--- src/rtl/pwm_light_driver.sv ---
// PWM light driver: latches a clamped brightness level once per period
// and tracks the level trend, pulsing on each peak and trough.
module pwm_light_driver #(
    parameter int PERIOD      = 10,
    parameter bit ACTIVE_HIGH = 1'b1
) (
    input  logic        clk,
    input  logic        rst,
    input  logic        en,
    input  logic [31:0] level,
    output logic        pwm_out,
    output logic        period_start,
    output logic [31:0] duty_q,
    output logic        busy,
    output logic        dir_up,
    output logic        peak,
    output logic        trough
);

    typedef enum logic {
        IDLE,
        RUN
    } state_t;

    localparam logic [31:0] PMAX = 32'(PERIOD);
    localparam logic [31:0] LAST = 32'(PERIOD - 1);

    state_t      state, state_nx;
    logic [31:0] phase, phase_nx;
    logic [31:0] duty_nx;
    logic        dir_nx, peak_nx, trough_nx;
    logic [31:0] lvl_c;
    logic        dir_upd;
    logic        on;

    assign lvl_c = (level > PMAX) ? PMAX : level;

    // Flat level keeps the previous trend.
    assign dir_upd = (lvl_c > duty_q) ? 1'b1 :
                     (lvl_c < duty_q) ? 1'b0 : dir_up;

    always_comb begin
        state_nx  = state;
        phase_nx  = phase;
        duty_nx   = duty_q;
        dir_nx    = dir_up;
        peak_nx   = 1'b0;
        trough_nx = 1'b0;
        unique case (state)
            IDLE: begin
                if (en) begin
                    state_nx  = RUN;
                    phase_nx  = '0;
                    duty_nx   = lvl_c;
                    dir_nx    = dir_upd;
                    peak_nx   = dir_up & ~dir_upd;
                    trough_nx = ~dir_up & dir_upd;
                end
            end
            RUN: begin
                if (phase != LAST) begin
                    phase_nx = phase + 32'd1;
                end else if (en) begin
                    phase_nx  = '0;
                    duty_nx   = lvl_c;
                    dir_nx    = dir_upd;
                    peak_nx   = dir_up & ~dir_upd;
                    trough_nx = ~dir_up & dir_upd;
                end else begin
                    state_nx = IDLE;
                    phase_nx = '0;
                    duty_nx  = '0;
                    dir_nx   = 1'b1;
                end
            end
            default: state_nx = IDLE;
        endcase
    end

    always_ff @(posedge clk or posedge rst) begin
        if (rst) begin
            state  <= IDLE;
            phase  <= '0;
            duty_q <= '0;
            dir_up <= 1'b1;
            peak   <= 1'b0;
            trough <= 1'b0;
        end else begin
            state  <= state_nx;
            phase  <= phase_nx;
            duty_q <= duty_nx;
            dir_up <= dir_nx;
            peak   <= peak_nx;
            trough <= trough_nx;
        end
    end

    assign busy         = (state == RUN);
    assign period_start = busy && (phase == '0);
    assign on           = busy && (phase < duty_q);
    assign pwm_out      = ACTIVE_HIGH ? on : ~on;

endmodule

--- config.mk ---
export PLATFORM = sky130hd
export DESIGN_NAME = pwm_light_driver
export DESIGN_NICKNAME = d
export VERILOG_FILES = /design/src/rtl/pwm_light_driver.sv
export SDC_FILE = /design/constraint.sdc
export NUM_CORES = 1
export LEC_CHECK = 0
export ABC_AREA = 1
export BUFFER_PORTS_ARGS = -buffer_cell sky130_fd_sc_hd__buf_2
export CAP_MARGIN = 20
export CORE_MARGIN = 3
export CORE_UTILIZATION = 35
export CTS_CLUSTER_DIAMETER = 100
export DETAILED_ROUTE_END_ITERATION = 10
export PLACE_DENSITY = 0.6
export SLEW_MARGIN = 20
export SYNTH_ARGS = -nofsm -noshare
export SYNTH_HDL_FRONTEND = slang
export SYNTH_SLANG_ARGS = --single-unit
export TNS_END_PERCENT = 5
--- constraint.sdc ---
create_clock -name clk -period 4.58 [get_ports clk]
set_input_delay 0.458 -clock clk [delete_from_list [all_inputs] [get_ports clk]]
set_output_delay 0.458 -clock clk [all_outputs]
set_load 0.01 [all_outputs]
Yosys cells after proc, flatten, opt, wreduce, memory -nomap -nowiden
Index checks and enable logic that the tools add are counted.

storage, ports and cells
  output and inout port bits = 38
  register bits = 68
  logic and storage cells = 46

operators by class
  reductions and logical operators = 4
  equal/unequal tests = 3
  multiplexer cells = 23
  order comparisons = 4
  add/subtract/negate cells = 1
  bitwise gates (word level) = 5

operators by type and width
  operator                                              number
  2-to-1 mux 32 bit                                     6
  case mux 32 bit (2 select lines)                      2
  < comparator 32 bit                                   2
  adder 32 x 1 -> 32 bit (second input constant)        1
  > comparator 32 bit                                   1
  > comparator 32 x 4 -> 1 bit (second input constant)  1
  zero test 32 bit                                      1
  != test 32 x 4 -> 1 bit (second input constant)       1
  2-to-1 mux 1 bit                                      11
  case mux 1 bit (2 select lines)                       4
  != test 2 bit (second input constant)                 2
  inverter 1 bit                                        3
  bitwise AND 1 bit                                     2
  logical AND 1 bit                                     2
  AND reduction 2 bit                                   1

Depth between registers and ports, before layout
  depth in word-level cells = 10
  gate-level depth with buffers = 22
  mapped depth without buffers = 22

Worst setup path before layout
OpenSTA, ideal clock, no wires.

  path kind = input port to flip-flop
  start = in level[21]
  end = reg trough
  data required time = 4461 ps
  stages on the path = 21
  buffers on the path = 0
  arrival time = 2076 ps
  setup slack = 2385 ps
  cell sequence = nor2_1 nand2_1 nor2_1 nand2_1 nor2_1 nand2_1 nor2_1 inv_1 ha_1 a21oi_1 nand2_1 nand2_1 nand2_1 nand2_1 nand2_1 nand2_1 nand2_1 nand2_1 nand2_1 nand3_1 nor2_1

between the ends
  cells in the longest elaborated chain, start to end = 9
  elaborated cells between the ends (all ways) = 10
  those cells by class = 3 x order compare; 6 x mux; 1 x bitwise

RTL lines
  element                              RTL line  source
  start: declaration                   10        input logic [31:0] level,
  > comparator 32 x 4 -> 1 bit         36        assign lvl_c = (level > PMAX) ? PMAX : level;
  2-to-1 mux 32 bit (*)                36
  < comparator 32 bit                  40        (lvl_c < duty_q) ? 1'b0 : dir_up;
  2-to-1 mux 1 bit                     40
  2-to-1 mux 1 bit (*)                 39        assign dir_upd = (lvl_c > duty_q) ? 1'b1 :
  bitwise AND 1 bit (*)                57, 68
  2-to-1 mux 1 bit (*)                 51, 63
  2-to-1 mux 1 bit                     61        if (phase != LAST) begin
  case mux 1 bit (2 select lines) (*)  49        unique case (state)
  named net trough_nx                  31        logic dir_nx, peak_nx, trough_nx;
  end signal: assignment               94        trough <= trough_nx;
  end: declaration                     17        output logic trough

The timed path passes the listed nets; every way through them passes the cells marked *.
A chain may end at the register's enable or synchronous reset.

Worst setup path after layout
  start = reg phase[27]
  end = out pwm_out

between the ends
  cells in the longest elaborated chain, start to end = 2

RTL lines
  element                   RTL line  source
  start: declaration        29        logic [31:0] phase, phase_nx;
  start signal: assignment  90        phase <= phase_nx;
  < comparator 32 bit       100       assign on = busy && (phase < duty_q);
  logical AND 1 bit         100
  end: declaration          11        output logic pwm_out,

No other way between the ends.

==> flow_summary.json <==
{
  "worstSkewPairLatency_ps": 330,
  "clk_pin_slew_ps": 60,
  "cap_viol_max_count": 0,
  "synthCells": 581,
  "syn_to_final_growth_pct": 19.72,
  "critPathLaunch": "phase[27]$_DFFE_PP0P_",
  "postRouteAntennaNets": 0,
  "end_kind": "output pin",
  "wl_per_cell_um": 14.07,
  "critPathBufInv": 1,
  "cts-resized-gates": 0,
  "post-place-ws_ps": 1935,
  "setup_viol": 0,
  "gr-total-overflow": 0,
  "synth_most_common_cell": "nand2_1",
  "post-synth-top-area-fraction_pct": 35.13,
  "clkSinkCount": 68,
  "die_area_sq_um": 15070,
  "rows": 42,
  "rsz0062_at_grt": "false",
  "drc": 0,
  "power_uw": 1486,
  "p_per_area_nw_per_um2": 260.2,
  "path_delay_family": "compound AO/OA/AOI/OAI gates",
  "synth.distinct_cells": 53,
  "core_sq_um": 13300,
  "power.internal_uw": 1105,
  "die_h_um": 122.8,
  "start_util_pct": 35.89,
  "hold_viol": 0,
  "drive_above_1_share_pct": 17.92,
  "slew_violations": 0,
  "clkPwrFrac_pct": 44.9,
  "totalWireLength_mm": 12.21,
  "status": "complete, no violations",
  "worst_slack_ps": 1708,
  "worstMarginPinSlew_ps": 610.7,
  "yosys_warnings": 0,
  "startpoint_type": "flip-flop",
  "async_flop_share_pct": 100.0,
  "r2r-start": "phase[26]$_DFFE_PP0P_",
  "synth_area_leader_cell": "dfrtp_1",
  "relSlewSlack_pct": 59.23,
  "rr_worst_depth": 8,
  "final.setup.tns_ps": 0,
  "syn_area_sq_um": 4772,
  "critPathArrivalTime_ps": 2410,
  "critPathRequiredTime_ps": 4120,
  "grt_usage_pct": 17.51,
  "netSwitchingFraction_pct": 25.66,
  "viasPerCell": 4.978,
  "fin_util_pct": 42.97,
  "nets": 787,
  "ys_seq_area_share_pct": 35.68,
  "fin_hold_ws_ps": 198.3,
  "dp_hpwl_mm": 9.570,
  "post-route-min-period_ps": 2872,
  "cts_tree": "built",
  "cp_slowest_cell": "dfrtp_1",
  "n_antenna_cell": 0,
  "io_buffers": 72,
  "path_class": "flip-flop to output pin",
  "synth-edff-count": 0,
  "r2r-end": "dir_up$_DFFE_PP1P_",
  "rrSetupSlack_ps": 2070,
  "postCtsSetupRepairBufs": 0,
  "dr.pass1.iters": 5,
  "synth_commonest_cells": "nand2_1 (82), nor2_1 (80), inv_1 (79), dfrtp_1 (67), ha_1 (65)",
  "fp.dieW_um": 122.8,
  "drt_iter0_markers": 256,
  "avgSynthCellArea_sq_um": 8.214,
  "ir_worst_vdd_mv": 0.1658,
  "seqPwrFrac_pct": 42.7,
  "grt_max_degree": 42,
  "crit_chain": "ha_1 > a21oi_1 > o21a_1 > nor3_1 > a2111oi_0 > o21ai_0 > a211oi_1 > buf_2",
  "vias": 4321,
  "grt_pass1_vias": 4315,
  "period_share_pct": 62.71,
  "antenna_found_initial": 0,
  "numCtsBuffers": 9,
  "p_leak_uw": 0.002913,
  "gp_congestion": 0.8898,
  "cts.path.max_buffers": 2,
  "timing.fmax_mhz": 348.2,
  "crit_path_max_incr_delay_ps": 430,
  "min_path_type": "primary input to async pin",
  "synth_area_leaders": "dfrtp_1 (35%), ha_1 (17%), nand2_1 (6.4%)",
  "skew_ps": 6.397,
  "p_switching_uw": 381.4,
  "ctsHoldBuffers": 0,
  "grt_pass1_wl_mm": 20.76,
  "cts-htree-levels": 3,
  "pin_count": 73,
  "crit_fanout": 6,
  "combPwrFrac_pct": 12.4,
  "cts-root-buf": "clkbuf_16",
  "synth_flop_cell": "dfrtp_1",
  "synth-seq-cells": 68
}
-- per-layer routing --
| layer | share of wire [%] | track usage, % |
|---|---|---|
| met5 | 0 | 0 |
| met1 | 44 | 22.27 |
| met3 | 3.9 | 3.318 |
| met2 | 50 | 29.76 |
| met4 | 1.9 | 6.018 |
-- cell type report --
cell class              count  area, sq um
well taps                 176        220.2
fillers                  1353         7582
flip-flops and latches     68         1703
clock inverters             1        5.005
multi-input cells         444         2791
repair buffers             74        375.4
clock buffers              15        277.8
inverters                  90        340.3
-- stage by stage --
| stage | std cells | instance area [sq um] |
|---|---|---|
| 2_1_floorplan | 608 | 4873 |
| 3_3_place_gp | 852 | 5430 |
| 3_5_place_dp | 852 | 5430 |
| 4_1_cts | 868 | 5713 |
| 5_1_grt | 868 | 5713 |
| 6_report | 868 | 5713 |
-- worst max-delay path by stage --
stage                             to  cells past startpoint  slack, ps
floorplan           trough$_DFF_PP0_                     21       2390
global placement      peak$_DFF_PP0_                     21       1960
detailed placement    peak$_DFF_PP0_                     23       1930
CTS                          pwm_out                      8       1650
global route                 pwm_out                      9       1420
finish                       pwm_out                      8       1710
-- cell usage in the layout, fill, tap and decap left out, types with 4 or more instances in the layout --
cell and count:
nor2_1 80, o21a_1 4, o21ai_0 17, nand3_1 13
buf_2 72, clkbuf_16 9, a211oi_1 5, nor2_2 4
a22oi_1 4, nand4_1 18, nand2_1 82, a21oi_1 42
dfrtp_1 67, nor4_1 8, inv_1 78, inv_2 11
o22ai_1 12, nor3_1 16, conb_1 28, ha_1 65
xor2_1 4
-- flip-flops by register name, summed over array words and instances (netlist names) --
name	count
peak	1
trough	1
busy	1
phase	32
dir_up	1
duty_q	32
-- power groups by stage --
| stage | Clock [uW] | Combinational (uW) | Sequential, uW |
|---|---|---|---|
| 4_1_cts | 685 | 182 | 635 |
| 3_3_place_gp | 0 | 175 | 645 |
| 5_1_grt | 712 | 216 | 638 |
| 3_5_place_dp | 0 | 181 | 646 |
| 2_1_floorplan | 0 | 113 | 650 |
| 6_report | 667 | 184 | 635 |
-- logic make-up after synthesis --
kind of cell,synth area share (%)
and+or+nand+nor,25.20
AOI/OAI and AO/OA,13.14
buffers and inverters,7.944
DFF,35.68
adders and majority gates,17.04
xor gates and xnor gates,0.9176
other,0.07858
Power figures use the tool's default switching activity.
